**config.mk**
```make
export PLATFORM = sky130hd
export DESIGN_NAME = joypad_port
export DESIGN_NICKNAME = d
export VERILOG_FILES = /design/src/rtl/joypad_port.sv
export SDC_FILE = /design/constraint.sdc
export NUM_CORES = 1
export LEC_CHECK = 0
export BUFFER_PORTS_ARGS = -buffer_cell sky130_fd_sc_hd__buf_2
export CORE_ASPECT_RATIO = 0.8
export CORE_MARGIN = 5
export CORE_UTILIZATION = 44
export DETAILED_ROUTE_END_ITERATION = 16
export PLACE_DENSITY_LB_ADDON = 0.25
export SYNTH_ARGS = -nofsm -noshare
export SYNTH_HDL_FRONTEND = slang
export SYNTH_SLANG_ARGS = --single-unit
```
**constraint.sdc**
```tcl
create_clock -name CLK -period 1.15 [get_ports CLK]
set_input_delay 0.1725 -clock CLK [delete_from_list [all_inputs] [get_ports CLK]]
set_output_delay 0.1725 -clock CLK [all_outputs]
set_load 0.05 [all_outputs]
```
**src/rtl/joypad_port.sv**
```systemverilog
`default_nettype none
// ============================================================================
//  Module   : joypad_port
//  Brief    : Two-port serial controller interface at $4016/$4017. A strobe
//             latch reloads two 8-bit shift registers from the live button
//             inputs; each CPU read start returns the next serial bit.
//  Revision : 1.0  initial release
// ============================================================================
module joypad_port #(
  parameter int         MASK_OPPOSING = 1,
  parameter logic [6:0] OPEN_BUS      = 7'b0100000
) (
  input  logic       CLK,
  input  logic       RESET,
  input  logic       ENABLE,
  input  logic       WR,
  input  logic       ADDR,
  input  logic [7:0] bus,
  input  logic [7:0] buttons1,
  input  logic [7:0] buttons2,
  output logic [7:0] DATA
);

  logic       prev_enable;   // ENABLE seen on the previous cycle
  logic       start_lock;    // ENABLE was high through reset; wait for it to fall
  logic       strobe;
  logic [7:0] sr1;
  logic [7:0] sr2;

  logic       access_start;
  logic       read_start;
  logic       write_start;
  logic [7:0] masked1;
  logic [7:0] masked2;
  logic       read_bit;

  // Remove impossible D-pad combinations (Up+Down, Left+Right) before loading.
  function automatic logic [7:0] mask_dpad(input logic [7:0] b);
    logic [7:0] m;
    m = b;
    if (MASK_OPPOSING != 0) begin
      if (b[3] && b[2]) m[3:2] = 2'b00;
      if (b[1] && b[0]) m[1:0] = 2'b00;
    end
    return m;
  endfunction

  // Decode access starts and pick the bit a read would return.
  always_comb begin
    masked1      = mask_dpad(buttons1);
    masked2      = mask_dpad(buttons2);
    access_start = ENABLE && !prev_enable && !start_lock;
    read_start   = access_start && !WR;
    write_start  = access_start && WR;
    // While strobed the register is being reloaded every cycle, so the
    // live masked A bit is what the CPU sees.
    if (strobe)
      read_bit = ADDR ? masked2[7] : masked1[7];
    else
      read_bit = ADDR ? sr2[7] : sr1[7];
  end

  // Edge detector for ENABLE, blocked after reset until ENABLE drops.
  always_ff @(posedge CLK) begin
    if (RESET) begin
      prev_enable <= 1'b0;
      start_lock  <= ENABLE;
    end else begin
      prev_enable <= ENABLE;
      if (!ENABLE) start_lock <= 1'b0;
    end
  end

  // Strobe latch written through bit 0 of $4016.
  always_ff @(posedge CLK) begin
    if (RESET) begin
      strobe <= 1'b0;
    end else if (write_start && !ADDR) begin
      strobe <= bus[0];
    end
  end

  // Shift registers: reload while strobed, shift in ones on reads otherwise.
  always_ff @(posedge CLK) begin
    if (RESET) begin
      sr1 <= 8'hFF;
      sr2 <= 8'hFF;
    end else if (strobe) begin
      sr1 <= masked1;
      sr2 <= masked2;
    end else if (read_start) begin
      if (ADDR) sr2 <= {sr2[6:0], 1'b1};
      else      sr1 <= {sr1[6:0], 1'b1};
    end
  end

  // Registered read data, updated only on read starts.
  always_ff @(posedge CLK) begin
    if (RESET) begin
      DATA <= {OPEN_BUS, 1'b0};
    end else if (read_start) begin
      DATA <= {OPEN_BUS, read_bit};
    end
  end

endmodule
`default_nettype wire

```
==> results of run 1 <==
## kinds of logic after synthesis
| family | Yosys count | synth area share |
|---|---|---|
| compound gates | 24 | 0.186 |
| buf+inv | 19 | 0.0938 |
| flops | 20 | 0.371 |
| mux | 16 | 0.156 |
| other cells | 2 | 0.00678 |
| simple gates | 36 | 0.186 |
## power by group through the flow
stage | sequential (mW) | combinational [mW] | clock, mW
after floorplan | 0.742 | 0.160 | 0
after global placement | 0.736 | 0.218 | 0
after detailed placement | 0.736 | 0.224 | 0
after CTS | 0.721 | 0.236 | 0.413
after global routing | 0.724 | 0.259 | 0.441
final | 0.722 | 0.241 | 0.400
## state kept, by name, indices dropped and copies added (netlist names)
| name | flops |
|---|---|
| sr1 | 8 |
| sr2 | 8 |
| DATA | 1 |
| prev_enable | 1 |
| start_lock | 1 |
| strobe | 1 |
## worst max-delay path: cells and delay by family, from the launching register on
| kind | cells | cell delay (ns) |
|---|---|---|
| multiplexers | 1 | 0.26 |
| AND/OR/NAND/NOR | 2 | 0.56 |
| flip-flops | 1 | 0.47 |
## cells in the mapped netlist (3+ instances only)
library cell,instances,area share
nor2b_1,11,0.062
mux2i_1,15,0.14
nor2_1,16,0.054
clkbuf_1,4,0.014
inv_1,5,0.017
a211oi_1,11,0.075
a221oi_1,4,0.032
buf_4,8,0.054
and2_1,3,0.017
dfxtp_1,19,0.34
## repair_timing
item,CTS,global route
resized for setup,1,4
hold buffers,0,0
endpoints found under the setup margin,16,18
pin swaps,3,3
buffers inserted,2,3
## metal layers
| layer | track usage | vias up | part of all wire |
|---|---|---|---|
| met4 | 0.0203 | 0 | 0.0044 |
| met3 | 0.0431 | 2 | 0.059 |
| li1 | - | 455 | - |
| met5 | 0 | - | 0 |
| met1 | 0.152 | 432 | 0.41 |
| met2 | 0.255 | 23 | 0.52 |
## through the flow
stage                      util  power [mW]
after global placement    0.518       0.954
after global routing      0.550        1.42
after detailed placement  0.518       0.960
final                     0.550        1.36
after floorplan               -       0.902
after CTS                 0.545        1.37
## area by class of cell
| cell class | count | share of cell area |
|---|---|---|
| inverters | 5 | 0.0141 |
| repair buffers | 31 | 0.148 |
| multi-input cells | 83 | 0.468 |
| clock buffers | 4 | 0.0272 |
| well taps | 36 | 0.0338 |
| flip-flops and latches | 20 | 0.309 |
## worst paths after layout
kind / startpoint / end / slack [ns] / cells past startpoint
hold / removal: bus[0] / strobe$_SDFFE_PP0P_ / 0.12 / 3
hold reg to reg: sr2[5]$_SDFFE_PP1P_ / sr2[5]$_SDFFE_PP1P_ / 0.52 / 2
setup / recovery: start_lock$_SDFFCE_PN0P_ / DATA[0]$_SDFFE_PP0P_ / -0.24 / 3
setup reg to reg: start_lock$_SDFFCE_PN0P_ / DATA[0]$_SDFFE_PP0P_ / -0.24 / 3
==> results by group, run 1 <==
GRT
  • GR Util All Layers: 0.135
  • Total gr overflow: 0
  • Vias in the first global route: 850
  • Antenna violations before repair: 0
  • First-pass GRT wire length: 3.67 mm
  • Largest net degree at the start of global routing: 19

Timing
  • Final WS setup: -0.239 ns
  • RSZ-0062 raised after global routing: yes
  • Worst-Margin Slew: 0.503 ns
  • Final setup violation count: 17
  • Final critical-path required period: 1.39 ns
  • Setup tns final: -1.74 ns
  • Skew final: 0.00382 ns
  • Final Hold Slack: 0.118 ns
  • Rel. slew slack: 0.660
  • Final Cycle Share: 1.21
  • Max-slew violations: 0
  • Achievable Freq: 720 MHz
  • Final hold vios: 0

CTS
  • CTS sink cnt: 20
  • CTS tree: done
  • Root buffer cell: clkbuf_4
  • Worst-path clk slew: 0.11 ns
  • Clock Latency Late Sink: 0.29 ns
  • TritonCTS buffer count: 3
  • Longest Clk Path Bufs: 2
  • H-tree Lvls: 1

Logic synthesis
  • Yosys cell types: 25
  • Syn Inst Count: 117
  • Async SR Flop Fraction: 0
  • Post-Syn Area: 1110 um^2
  • EDFF count, synth: 1
  • Top FF cell, synth: dfxtp_1
  • Syn avg cell area: 9.46 um^2
  • Sequential-to-total area share from yosys stat: 0.371
  • Ys Warns: 0
  • Synthesized flop and latch total: 20

Final layout
  • Commonest non-fill, non-tap cells in the layout: buf_2, dfxtp_1, nor2_1
  • Inserted Diodes: 0
  • Commonest non-fill, non-tap cell in the layout: buf_2
  • Cell Count, Final, Fillers Out: 179
  • Layout cells sized above 1: 0.294
  • Area of the multi-input gates: 623 um^2
  • Fill cell count: 233
  • Area Growth Syn to Fin: 20.3%
  • Design Area, Final: 1330 um^2
  • Final Net Count: 173
  • FF/Latch Area: 412 um^2

Floorplanning
  • Starting Density: 0.457
  • Rows: 16
  • Die area: 3630 um^2
  • I/O pins: 37
  • Total core area: 2420 um^2
  • Die Y: 54.9 um
  • Die width: 66.1 um

Route
  • Via-to-Cell Ratio: 5.09
  • Vias: 912
  • Final WL: 2.26 mm
  • Wirelength per Cell: 12.6 um
  • DRT antenna net count: 0
  • Detailed-route DRC error count: 0
  • Drt initial violations: 32
  • TritonRoute pass-1 iters: 4

Worst hold path
  • Hold Path Class: input port to register

Power
  • Combinational Power Share: 0.177
  • Int Power: 997 uW
  • Max IR drop VDD: 0.709 mV
  • Clock power share: 0.294
  • P_sw: 366 uW
  • Leakage power: 0.621 nW
  • Cell Pwr Density: 1020 nW/um^2
  • Sequential share of power: 0.530
  • Sw Share: 0.268

Run
  • MaxCap Viol Count: 0

Setup path
  • Worst Setup Path Type: register to register
  • Startpoint types: register
  • Cell Chain, Critical Path: nor4b_1, mux2i_1, nor2_1
  • CP endpoint kind: register
  • Slowest Stage Delay on Critical Path: 0.51 ns
  • CP arrival: 1.59 ns
  • Req. time, crit path: 1.35 ns
  • CP max FO: 3
  • CP max stage cell: nor4b_1

Placement
  • Setup WS pre-CTS: -0.130 ns
  • Placed standard-cell area: 1250 um^2
  • Dpl cells: 172
  • Hpwl dp: 1.66 mm
  • Gpl congestion: 0.733
  • I/O Buffers: 22

Status
  • Status: finished with violations
  • Failing checks: setup timing
Power figures use the tool's default switching activity.
==> run 2: changes to the inputs <==
--- a/config.mk
+++ b/config.mk
@@ -10,7 +10,7 @@
 export CORE_MARGIN = 5
 export CORE_UTILIZATION = 44
 export DETAILED_ROUTE_END_ITERATION = 16
-export PLACE_DENSITY_LB_ADDON = 0.25
+export PLACE_DENSITY_LB_ADDON = 0.12
 export SYNTH_ARGS = -nofsm -noshare
 export SYNTH_HDL_FRONTEND = slang
 export SYNTH_SLANG_ARGS = --single-unit
==> run 2 against run 1 <==
Net effect:
- the flow still finishes with violations (setup timing)
- flip-flop and latch count is the same
- global-route usage increased by 1.1 points
- combinational power is 15% higher
- via count is the same
- die area is the same
- clock skew is essentially flat
- core utilization grew 6.2 points
- first-iteration DRC count decreased by 13%
- count of clock-buffer cells in the layout unchanged
==> results by group, run 2 (synthesis results as in run 1) <==
Floorplanning
  • I/O pins: 37
  • Die area: 3630 um^2
  • Total core area: 2420 um^2
  • Die width: 66.1 um
  • Die Y: 54.9 um
  • Rows: 16
  • Starting Density: 0.457

Power
  • Sw Share: 0.272
  • Cell Pwr Density: 946 nW/um^2
  • Clock power share: 0.289
  • Combinational Power Share: 0.197
  • Sequential share of power: 0.514
  • Int Power: 1.02 mW
  • Max IR drop VDD: 0.721 mV
  • Leakage power: 0.678 nW
  • P_sw: 381 uW

Timing
  • Max-slew violations: 0
  • Achievable Freq: 750 MHz
  • RSZ-0062 raised after global routing: yes
  • Final hold vios: 0
  • Skew final: 0.00355 ns
  • Final WS setup: -0.184 ns
  • Final critical-path required period: 1.33 ns
  • Final setup violation count: 18
  • Final Cycle Share: 1.16

Placement
  • Gpl congestion: 0.724
  • Hpwl dp: 1.65 mm
  • I/O Buffers: 22
  • Placed standard-cell area: 1260 um^2
  • Dpl cells: 173

Setup path
  • RR Endpoint: sr2[3]$_SDFFE_PP1P_
  • CP arrival: 1.52 ns
  • Setup crit end: sr2[3]$_SDFFE_PP1P_
  • Startpoint types: register
  • Worst Setup Path Type: register to register
  • Reg2reg start: start_lock$_SDFFCE_PN0P_
  • R2R depth: 5
  • Req. time, crit path: 1.34 ns
  • CP max FO: 5
  • Reg2reg setup slack: -0.18 ns
  • CP endpoint kind: register
  • Crit. Startpoint: start_lock$_SDFFCE_PN0P_

Route
  • Drt initial violations: 28
  • Vias: 912
  • Wirelength per Cell: 12.7 um
  • DRT antenna net count: 0
  • TritonRoute pass-1 iters: 4
  • Detailed-route DRC error count: 0
  • Final WL: 2.39 mm
  • Via-to-Cell Ratio: 4.85

CTS
  • Longest Clk Path Bufs: 2
  • Worst-path clk slew: 0.11 ns
  • Hold_buf cts: 0
  • CTS tree: done
  • CTS sink cnt: 20
  • Root buffer cell: clkbuf_4
  • H-tree Lvls: 1
  • TritonCTS buffer count: 3
  • Clock Latency Late Sink: 0.30 ns

Final layout
  • Area Growth Syn to Fin: 33.9%
  • Design Area, Final: 1480 um^2
  • Commonest non-fill, non-tap cell in the layout: buf_2
  • Inserted Diodes: 0
  • Post-layout util: 0.612
  • Cell Count, Final, Fillers Out: 188
  • Commonest non-fill, non-tap cells in the layout: buf_2, dfxtp_1, nor2_1
  • FF/Latch Area: 414 um^2
  • Fill cell count: 215
  • Final Net Count: 182
  • Top flop regs: sr1 x8, sr2 x8
  • Area of the multi-input gates: 659 um^2
  • Layout cells sized above 1: 0.382

GRT
  • Grt met1 use: 0.179
  • Met3 usage: 0.0575
  • GR Util All Layers: 0.146
  • First-pass GRT wire length: 3.95 mm
  • Antenna violations before repair: 0
  • Largest net degree at the start of global routing: 22
  • GRT met2 Usage: 0.250
  • Total gr overflow: 0
  • Vias in the first global route: 864
  • Gr busiest metal: met2

Worst hold path
  • Hold Crit Start: bus[0]
  • Hold Path Class: input port to register

Status
  • Status: finished with violations
  • Failing checks: setup timing

Run
  • MaxCap Viol Count: 0
==> run 2: changes by cell type in the layout (fill, tap and decap cells not counted), sizes merged <==
cell      previous run  this run
buf                 31        39
clkbuf               4         5
clkinvlp             0         1
inv                  5         4
==> run 2: cell type report <==
type / instances / area share
Clock buffer: 4 / 0.0245
Inverter: 5 / 0.0152
Multi-Input combinational cell: 83 / 0.445
Sequential cell: 20 / 0.279
Tap cell: 36 / 0.0304
Timing Repair Buffer: 40 / 0.206
==> run 2: power by group through the flow <==
| stage | logic [mW] | registers (mW) | clock network, mW |
|---|---|---|---|
| floorplan | 0.160 | 0.742 | 0 |
| global placement | 0.222 | 0.736 | 0 |
| detailed placement | 0.227 | 0.736 | 0 |
| CTS | 0.246 | 0.721 | 0.424 |
| global route | 0.296 | 0.723 | 0.454 |
| finish | 0.277 | 0.720 | 0.406 |
==> run 2: per-stage QoR <==
step / hold slack [ns] / power [mW] / worst slack (ns) / setup TNS (ns)
2_1_floorplan: 0.320 / 0.902 / -0.0456 / -0.321
3_3_place_gp: 0.439 / 0.958 / -0.136 / -1.77
3_5_place_dp: 0.439 / 0.964 / -0.159 / -2.13
4_1_cts: 0.0971 / 1.39 / -0.120 / -1.54
5_1_grt: 0.112 / 1.47 / -0.241 / -3.52
6_report: 0.103 / 1.40 / -0.184 / -2.05
==> run 2: metal layers <==
| layer | vias to the layer above | routed length [um] |
|---|---|---|
| li1 | 471 | - |
| met4 | 0 | 0 |
| met1 | 417 | 1040 |
| met5 | - | 0 |
| met3 | 0 | 164 |
| met2 | 24 | 1180 |
==> run 2: worst min path at each step <==
stage,cells past startpoint,to,slack [ns]
after global routing,3,strobe$_SDFFE_PP0P_,0.11
after floorplan,2,strobe$_SDFFE_PP0P_,0.32
final,3,strobe$_SDFFE_PP0P_,0.10
after detailed placement,3,strobe$_SDFFE_PP0P_,0.44
after global placement,3,strobe$_SDFFE_PP0P_,0.44
after CTS,3,strobe$_SDFFE_PP0P_,0.1
==> run 2: what timing repair did <==
action,in CTS,in global routing
pin swaps,5,4
setup buffers,4,8
endpoints found under the setup margin,18,19
gates resized for setup,10,7
==> run 2: worst max-delay path, stage by stage, from the launching register on <==
cell	delay [ns]
edfxtp_1	0.47
nor3b_4	0.23
buf_6	0.15
a31oi_4	0.12
buf_12	0.16
mux2i_1	0.11
